File: src/rtl/ram_burst_ctrl_pkg.sv
// Shared types and constants for the RAM burst controller and its output buffer.
package ram_burst_ctrl_pkg;

    typedef enum logic [1:0] {
        S_IDLE  = 2'd0,
        S_WRITE = 2'd1,
        S_READ  = 2'd2,
        S_DRAIN = 2'd3
    } state_e;

    localparam int BUF_DEPTH = 2;
    localparam int PTR_W     = $clog2(BUF_DEPTH);
    localparam int CNT_W     = $clog2(BUF_DEPTH + 1);

endpackage

File: src/rtl/ram_skid_buf.sv
// Small FIFO that absorbs RAM read data; head entry is presented combinationally.
module ram_skid_buf
    import ram_burst_ctrl_pkg::*;
#(
    parameter int DATA_WIDTH = 8
) (
    input  logic                  clk,
    input  logic                  rst_n,
    input  logic                  push_i,
    input  logic [DATA_WIDTH-1:0] din_i,
    input  logic                  pop_i,
    output logic [DATA_WIDTH-1:0] head_o,
    output logic [CNT_W-1:0]      count_o
);

    logic [DATA_WIDTH-1:0] mem_q [BUF_DEPTH];
    logic [PTR_W-1:0]      wptr_q, rptr_q;
    logic [CNT_W-1:0]      count_q;
    logic                  do_pop;

    assign do_pop  = pop_i && (count_q != '0);
    assign head_o  = mem_q[rptr_q];
    assign count_o = count_q;

    // Depth is a power of two, so pointers wrap by natural overflow.
    always_ff @(posedge clk or negedge rst_n) begin
        if (!rst_n) begin
            for (int i = 0; i < BUF_DEPTH; i++) mem_q[i] <= '0;
            wptr_q  <= '0;
            rptr_q  <= '0;
            count_q <= '0;
        end else begin
            if (push_i) begin
                mem_q[wptr_q] <= din_i;
                wptr_q        <= wptr_q + 1'b1;
            end
            if (do_pop) rptr_q <= rptr_q + 1'b1;
            count_q <= count_q + CNT_W'(push_i) - CNT_W'(do_pop);
        end
    end

endmodule

File: src/rtl/ram_burst_ctrl.sv
// Burst controller in front of a single-port synchronous RAM: one command at a
// time, streamed write beats in, read beats out through a 2-entry buffer.
module ram_burst_ctrl
    import ram_burst_ctrl_pkg::*;
#(
    parameter int DATA_WIDTH = 8,
    parameter int ADDR_WIDTH = 8
) (
    input  logic                  clk,
    input  logic                  rst_n,
    input  logic                  cmd_valid,
    output logic                  cmd_ready,
    input  logic                  cmd_write,
    input  logic [ADDR_WIDTH-1:0] cmd_addr,
    input  logic [ADDR_WIDTH-1:0] cmd_len,
    input  logic                  wr_valid,
    output logic                  wr_ready,
    input  logic [DATA_WIDTH-1:0] wr_data,
    output logic                  rd_valid,
    input  logic                  rd_ready,
    output logic [DATA_WIDTH-1:0] rd_data,
    output logic [ADDR_WIDTH-1:0] ram_addr,
    output logic [DATA_WIDTH-1:0] ram_din,
    output logic                  ram_cs,
    output logic                  ram_we,
    output logic                  ram_oe,
    input  logic [DATA_WIDTH-1:0] ram_dout,
    output logic                  busy
);

    state_e                state_q, state_d;
    logic [ADDR_WIDTH-1:0] addr_q, addr_d;
    logic [ADDR_WIDTH-1:0] rem_q, rem_d;
    logic                  pend_q, pend_d;
    logic [ADDR_WIDTH-1:0] ram_addr_q, ram_addr_d;
    logic [DATA_WIDTH-1:0] ram_din_q, ram_din_d;
    logic                  cs_q, cs_d, we_q, we_d, oe_q, oe_d;

    logic [CNT_W-1:0]      buf_count;
    logic                  pop, last, wr_acc, issue;

    assign cmd_ready = rst_n && (state_q == S_IDLE);
    assign busy      = (state_q != S_IDLE);
    assign wr_ready  = (state_q == S_WRITE);
    assign wr_acc    = wr_valid && wr_ready;
    assign rd_valid  = (buf_count != '0);
    assign pop       = rd_valid && rd_ready;
    assign last      = (rem_q == '0);

    // Count the in-flight read as occupied so the buffer can never overflow.
    assign issue = (state_q == S_READ) &&
                   (int'(buf_count) + int'(pend_q) < BUF_DEPTH + int'(pop));

    assign ram_addr = ram_addr_q;
    assign ram_din  = ram_din_q;
    assign ram_cs   = cs_q;
    assign ram_we   = we_q;
    assign ram_oe   = oe_q;

    always_comb begin
        state_d    = state_q;
        addr_d     = addr_q;
        rem_d      = rem_q;
        pend_d     = issue;
        ram_addr_d = ram_addr_q;
        ram_din_d  = ram_din_q;
        cs_d       = 1'b0;
        we_d       = 1'b0;
        oe_d       = 1'b0;
        case (state_q)
            S_IDLE: begin
                if (cmd_valid) begin
                    addr_d  = cmd_addr;
                    rem_d   = cmd_len;
                    state_d = cmd_write ? S_WRITE : S_READ;
                end
            end
            S_WRITE: begin
                if (wr_acc) begin
                    ram_addr_d = addr_q;
                    ram_din_d  = wr_data;
                    cs_d       = 1'b1;
                    we_d       = 1'b1;
                    addr_d     = addr_q + 1'b1;
                    rem_d      = rem_q - 1'b1;
                    if (last) state_d = S_IDLE;
                end
            end
            S_READ: begin
                // oe stays high across READ/DRAIN so the RAM output remains driven.
                cs_d = 1'b1;
                oe_d = 1'b1;
                if (issue) begin
                    ram_addr_d = addr_q;
                    addr_d     = addr_q + 1'b1;
                    rem_d      = rem_q - 1'b1;
                    if (last) state_d = S_DRAIN;
                end
            end
            S_DRAIN: begin
                if (pend_q) begin
                    cs_d = 1'b1;
                    oe_d = 1'b1;
                end else begin
                    state_d = S_IDLE;
                end
            end
            default: state_d = S_IDLE;
        endcase
    end

    always_ff @(posedge clk or negedge rst_n) begin
        if (!rst_n) begin
            state_q    <= S_IDLE;
            addr_q     <= '0;
            rem_q      <= '0;
            pend_q     <= 1'b0;
            ram_addr_q <= '0;
            ram_din_q  <= '0;
            cs_q       <= 1'b0;
            we_q       <= 1'b0;
            oe_q       <= 1'b0;
        end else begin
            state_q    <= state_d;
            addr_q     <= addr_d;
            rem_q      <= rem_d;
            pend_q     <= pend_d;
            ram_addr_q <= ram_addr_d;
            ram_din_q  <= ram_din_d;
            cs_q       <= cs_d;
            we_q       <= we_d;
            oe_q       <= oe_d;
        end
    end

    // A read issued last cycle has its data on ram_dout now.
    ram_skid_buf #(.DATA_WIDTH(DATA_WIDTH)) u_buf (
        .clk     (clk),
        .rst_n   (rst_n),
        .push_i  (pend_q),
        .din_i   (ram_dout),
        .pop_i   (pop),
        .head_o  (rd_data),
        .count_o (buf_count)
    );

endmodule

File: config.mk
export PLATFORM = sky130hd
export DESIGN_NAME = ram_burst_ctrl
export DESIGN_NICKNAME = d
export VERILOG_FILES = /design/src/rtl/ram_burst_ctrl_pkg.sv /design/src/rtl/ram_skid_buf.sv /design/src/rtl/ram_burst_ctrl.sv
export SDC_FILE = /design/constraint.sdc
export NUM_CORES = 1
export LEC_CHECK = 0
export CORE_AREA = 4 4 102 104
export DETAILED_ROUTE_END_ITERATION = 10
export DIE_AREA = 0 0 106 108
export GPL_ROUTABILITY_DRIVEN = 0
export MAX_ROUTING_LAYER = met4
export PLACE_DENSITY = 0.52
export SLEW_MARGIN = 20
export SYNTH_ARGS = -nofsm -noshare
export SYNTH_HDL_FRONTEND = slang
export SYNTH_SLANG_ARGS = --single-unit
File: constraint.sdc
create_clock -name clk -period 5.6 [get_ports clk]
set_input_delay 0.84 -clock clk [delete_from_list [all_inputs] [get_ports clk]]
set_output_delay 0.84 -clock clk [all_outputs]
set_load 0.02 [all_outputs]
# Word level (Yosys, flattened, before mapping)
# Cells that the tools add are included.
totals:
  elab_cells: 83
  output_inout_bits: 31
  input_bits: 38
  register_bits: 58
op_classes:
  n_mux: 30
  n_eq_ne: 9
  bitwise_logic: 2
  n_addsub: 8
  reduce_logical: 16
  order_cmp: 4
ops:
  columns: ["cell", "n"]
  rows:
  - ["2-to-1 mux 8 bit", 12]
  - ["one-hot mux 8 bit (3 select lines)", 2]
  - ["bitwise mux 16 bit", 1]
  - ["one-hot mux 8 bit (2 select lines)", 1]
  - ["2-to-1 mux 2 bit", 7]
  - ["adder 8 x 1 -> 8 bit (second input constant)", 1]
  - ["demux 8 bit (select 1 bit)", 1]
  - ["logical NOT 8 bit", 1]
  - ["!= test 2 bit (second input constant)", 4]
  - ["one-hot mux 2 bit (4 select lines)", 1]
  - ["subtractor 8 x 1 -> 8 bit (second input constant)", 1]
  - ["logical AND 1 bit", 6]
  - ["AND reduction 6 bit", 1]
  - ["nonzero test 2 bit", 3]
  - ["equality test 2 bit (second input constant)", 2]
  - ["greater-or-equal comparator 2 bit (second input constant)", 2]
  - ["!= test 2 x 1 -> 1 bit (second input constant)", 2]
  - ["inverter 1 -> 2 bit", 2]
  - ["AND reduction 4 bit", 1]
  - ["adder 2 x 1 -> 3 bit", 1]
  - ["adder 2 x 1 -> 3 bit (first input constant)", 1]
  - ["< comparator 3 bit", 1]
  - ["2-to-1 mux 1 bit", 3]
  - ["one-hot mux 1 bit (3 select lines)", 1]
  - ["other kinds (10)", 11]

# Logic depth before layout (Yosys ltp)
logic_depth:
  depth_word: 7
  ltp_mapped: 8

# Hierarchy
# Synthesis repeated with hierarchy kept, for this count alone.
unflattened:
  cells_unflattened: 253
  hier_area_um2: 2991.6
modules_own_cells:
  columns: ["mod", "area_per_inst_um2", "seq_area_each_um2", "instances", "cells_each"]
  rows:
  - ["ram_burst_ctrl", 2084.5, 950.9, 1, 196]
  - ["ram_skid_buf", 907.1, 500.5, 1, 57]

# Worst setup path after synthesis
# OpenSTA, ideal clock, no wires.
synth_path:
  kind: "input-to-reg"
  start: "input cmd_valid"
  end: "register rem_q[2]"
  path_stages: 6
  t_arrival_ps: 1946
  setup_slack_ps: 3529
  cell_sequence: "nand2b_1 -> and4b_1 -> clkbuf_1 -> nand2_1 -> buf_2 -> a211o_2"
synth_via:
  elab_chain_cells: 2
synth_lines:
  columns: ["item", "line_no", "rtl"]
  rows:
  - ["from (decl)", "ram_burst_ctrl.sv:11", "input logic cmd_valid,"]
  - ["!= test 2 bit (no source line)", null, null]
  - ["AND reduction 4 bit (no source line)", null, null]
  - ["to (signal assigned)", "ram_burst_ctrl.sv:126", "rem_q <= rem_d;"]
  - ["to (decl)", "ram_burst_ctrl.sv:33", "logic [ADDR_WIDTH-1:0] rem_q, rem_d;"]
# No other way between the ends.
# A chain may end at the register's enable or synchronous reset.

# Final worst setup path
layout_path:
  start: "register u_buf.rptr_q"
  end: "output rd_data[1]"
layout_via:
  elab_chain_cells: 4
layout_lines:
  columns: ["item", "line_no", "rtl"]
  rows:
  - ["from (decl)", "ram_skid_buf.sv:17", "logic [PTR_W-1:0] wptr_q, rptr_q;"]
  - ["from (signal assigned)", "ram_skid_buf.sv:37", "if (do_pop) rptr_q <= rptr_q + 1'b1;"]
  - ["inverter 1 -> 2 bit (implied by the code)", "ram_skid_buf.sv:22", "assign head_o = mem_q[rptr_q];"]
  - ["2-to-1 mux 8 bit (implied by the code) (3 in a row)", "ram_skid_buf.sv:22", null]
  - ["to (decl)", "ram_burst_ctrl.sv:21", "output logic [DATA_WIDTH-1:0] rd_data,"]
# No other way between the ends. The select of a mux whose other input is x is not followed.

==> reports/qor.txt <==
status: completed
Max Slew Vio Count: 0
worst setup margin: 2.89 ns
crit path buf inv count: 1
Fin. Hold Viols: 0
crit-path cells: mux2_2 > clkdlybuf4s50_1
setup bufs post-CTS: 0
critical path arrival: 1.87 ns
Worst EP required: 4.76 ns
reg-to-reg slack, setup: 3.17 ns
commonest non-fill, non-tap cell in the layout: clkdlybuf4s50_1
Area Overhead vs Synth: 32.2%
Post-CTS Hold Fix Bufs: 0
most frequent cells in the layout: clkdlybuf4s50_1 (67), dfrtp_1 (58), mux2_2 (40)
global-route wire length before repair: 12000 um
GR Overflow Total: 0
chip width: 106 um
FFs w/ async S/R, synth: 1.00
core area: 0.00955 mm^2
number of global-route vias before repair: 2407
gr usage total: 0.136
cell count after synthesis: 259
Tcrit/Tclk final: 0.483
setup tns final: 0 ns
mapped cell area: 0.00300 mm^2
PwrDens: 660 mW/mm^2
Final nets: 379
RR Startpoint: pend_q$_DFF_PN0_
Worst-path clk slew: 0.06 ns
#FFs+latches synth: 58
Die ar.: 0.0114 mm^2
mean post-synth cell area: 11.6 um^2
Crit Path Category: flip-flop to output port
Routed WL: 7250 um
Max stage delay on crit path: 0.60 ns
yosys warns: 0
Max Fclk: 0.369 GHz
Reg-to-Reg End: rem_q[2]$_DFFE_PN0P_
crit path capture type: output port
n_diodes: 0
Hold Crit Start: u_buf.wptr_q$_DFFE_PN0P_
crit-path leading delay family: flip-flops
Worst slew margin: 0.463
r2r worst-path depth: 4
Die Y: 108 um
initial antenna violation count: 0
leak pwr: 1.71 nW
share of cells above drive strength 1: 0.199
Synth cell types: 54
RSZ-0062 raised after global routing: no
CTS tree: done
cts bufs inserted: 9
top cells by area, synth: dfrtp_1 (48%), mux2_2 (15%), ha_1 (5.4%)
Hold EP: u_buf.wptr_q$_DFFE_PN0P_
# setup viols final: 0
# rows: 36
Setup crit start kind: flip-flop
dpl hpwl: 5100 um
maximum VDD drop: 0.000237 V
drt wl/cell: 15.6 um
worst skew pair latency: 0.33 ns
Post-CTS Resized: 0
critical-path maximum fanout: 9
CTS H-tree depth: 3
Worst path slowest cell: dfrtp_1
Clock Sinks: 58
I/O Pins: 69
CTS root buf: clkbuf_8
Worst-Margin Slew: 0.803 ns
Detailed Routing Iterations Pass 1: 4
PortBufs: 68
worst clock skew: 0.0107 ns
routed vias: 2291
Hold WS: 0.494 ns
Via density: 4.93
Detailed Route Iter0 Violations: 72
Seq/Total Area, Yosys: 0.484
Mapped Nets: 310
fin crit period: 2.71 ns
area fraction of the dominant cell type after synthesis: 0.484
Yosys top cell by area: dfrtp_1
Hold Path Depth: 1
# DRC: 0
Post-synth EDFFs: 0
Hold Crit Class: flip-flop to flip-flop
Post-synth top flop: dfrtp_1
clk buf depth: 2
DRT antenna net count: 0
largest net degree at the start of global routing: 59
Place WS: 2.55 ns
# Max-Cap Violations: 0
Starting Density: 0.314
stage by stage:
| stage | instances | power [mW] | utilization | area [um^2] |
|---|---|---|---|---|
| floorplan | 259 | 1.81 | - | 3000 |
| global placement | 450 | 2.27 | 0.397 | 3790 |
| detailed placement | 450 | 2.29 | 0.397 | 3790 |
| CTS | 465 | 2.65 | 0.415 | 3960 |
| global route | 465 | 2.83 | 0.415 | 3960 |
| finish | 465 | 2.62 | 0.415 | 3960 |
routing by layer:
metal	GRT usage	wire length (um)	vias up
li1	-	-	1093
met1	0.166	3270	1126
met2	0.221	3500	62
met3	0.0364	376	10
met4	0.0416	103	0
met5	-	0	-
flip-flops by register name, summed over array words and instances, names as in the netlist:
| register | count |
|---|---|
| u_buf.rptr_q | 1 |
| ram_oe | 1 |
| rem_q | 8 |
| u_buf.count_o | 2 |
| u_buf.mem_q | 16 |
| u_buf.wptr_q | 1 |
| ram_addr | 8 |
| ram_cs | 1 |
| state_q | 2 |
| pend_q | 1 |
| addr_q | 8 |
| ram_we | 1 |
| ram_din | 8 |
worst max path at each step:
stage	start	end	slack (ns)	depth (start not counted)
after CTS	u_buf.rptr_q$_DFFE_PN0P_	rd_data[1]	2.85	2
final	u_buf.rptr_q$_DFFE_PN0P_	rd_data[1]	2.89	2
after global placement	rd_ready	rem_q[2]$_DFFE_PN0P_	2.60	5
after floorplan	cmd_valid	rem_q[2]$_DFFE_PN0P_	3.53	6
after global routing	rd_ready	rem_q[2]$_DFFE_PN0P_	2.78	5
after detailed placement	rd_ready	rem_q[5]$_DFFE_PN0P_	2.55	5
worst reg2reg max path: cells and delay by family (launching register included):
kind	cells	cell delay [ns]
adders and majority gates	1	0.35
DFF	1	0.47
AOI/OAI and AO/OA	2	1.03
and+or+nand+nor	1	0.47
where the power goes:
group / switching [mW] / internal [mW] / total [mW]
logic: 0.736 / 0.715 / 1.45
clock network: 0.160 / 0.182 / 0.342
registers: 0.182 / 0.640 / 0.822
total: 1.08 / 1.54 / 2.62
cells by family after synthesis:
| kind of cell | Yosys count | share of synthesized area |
|---|---|---|
| adders and majority gates | 13 | 0.0543 |
| muxes | 44 | 0.164 |
| DFF | 58 | 0.484 |
| and+or+nand+nor | 63 | 0.126 |
| xor gates and xnor gates | 4 | 0.0117 |
| buffers and inverters | 26 | 0.0384 |
| AOI/OAI and AO/OA | 51 | 0.122 |
cell type report:
class / instances / area (um^2)
Clock buffer: 13 / 159
Sequential cell: 58 / 1450
Fill cell: 950 / 5590
Timing Repair Buffer: 70 / 691
Clock inverter: 2 / 12.5
Multi-Input combinational cell: 175 / 1430
Tap cell: 133 / 166
Inverter: 14 / 52.6
cells in the mapped netlist, drive strengths merged, types with 5 or more instances:
master,n
mux2,40
o21ai,10
ha,13
a211o,7
inv,14
dfrtp,58
clkbuf,6
nand2,17
buf,6
a21oi,9
nor2,7
nor3,9
nand3,5
Note: power is estimated with default switching activity, not from simulation.
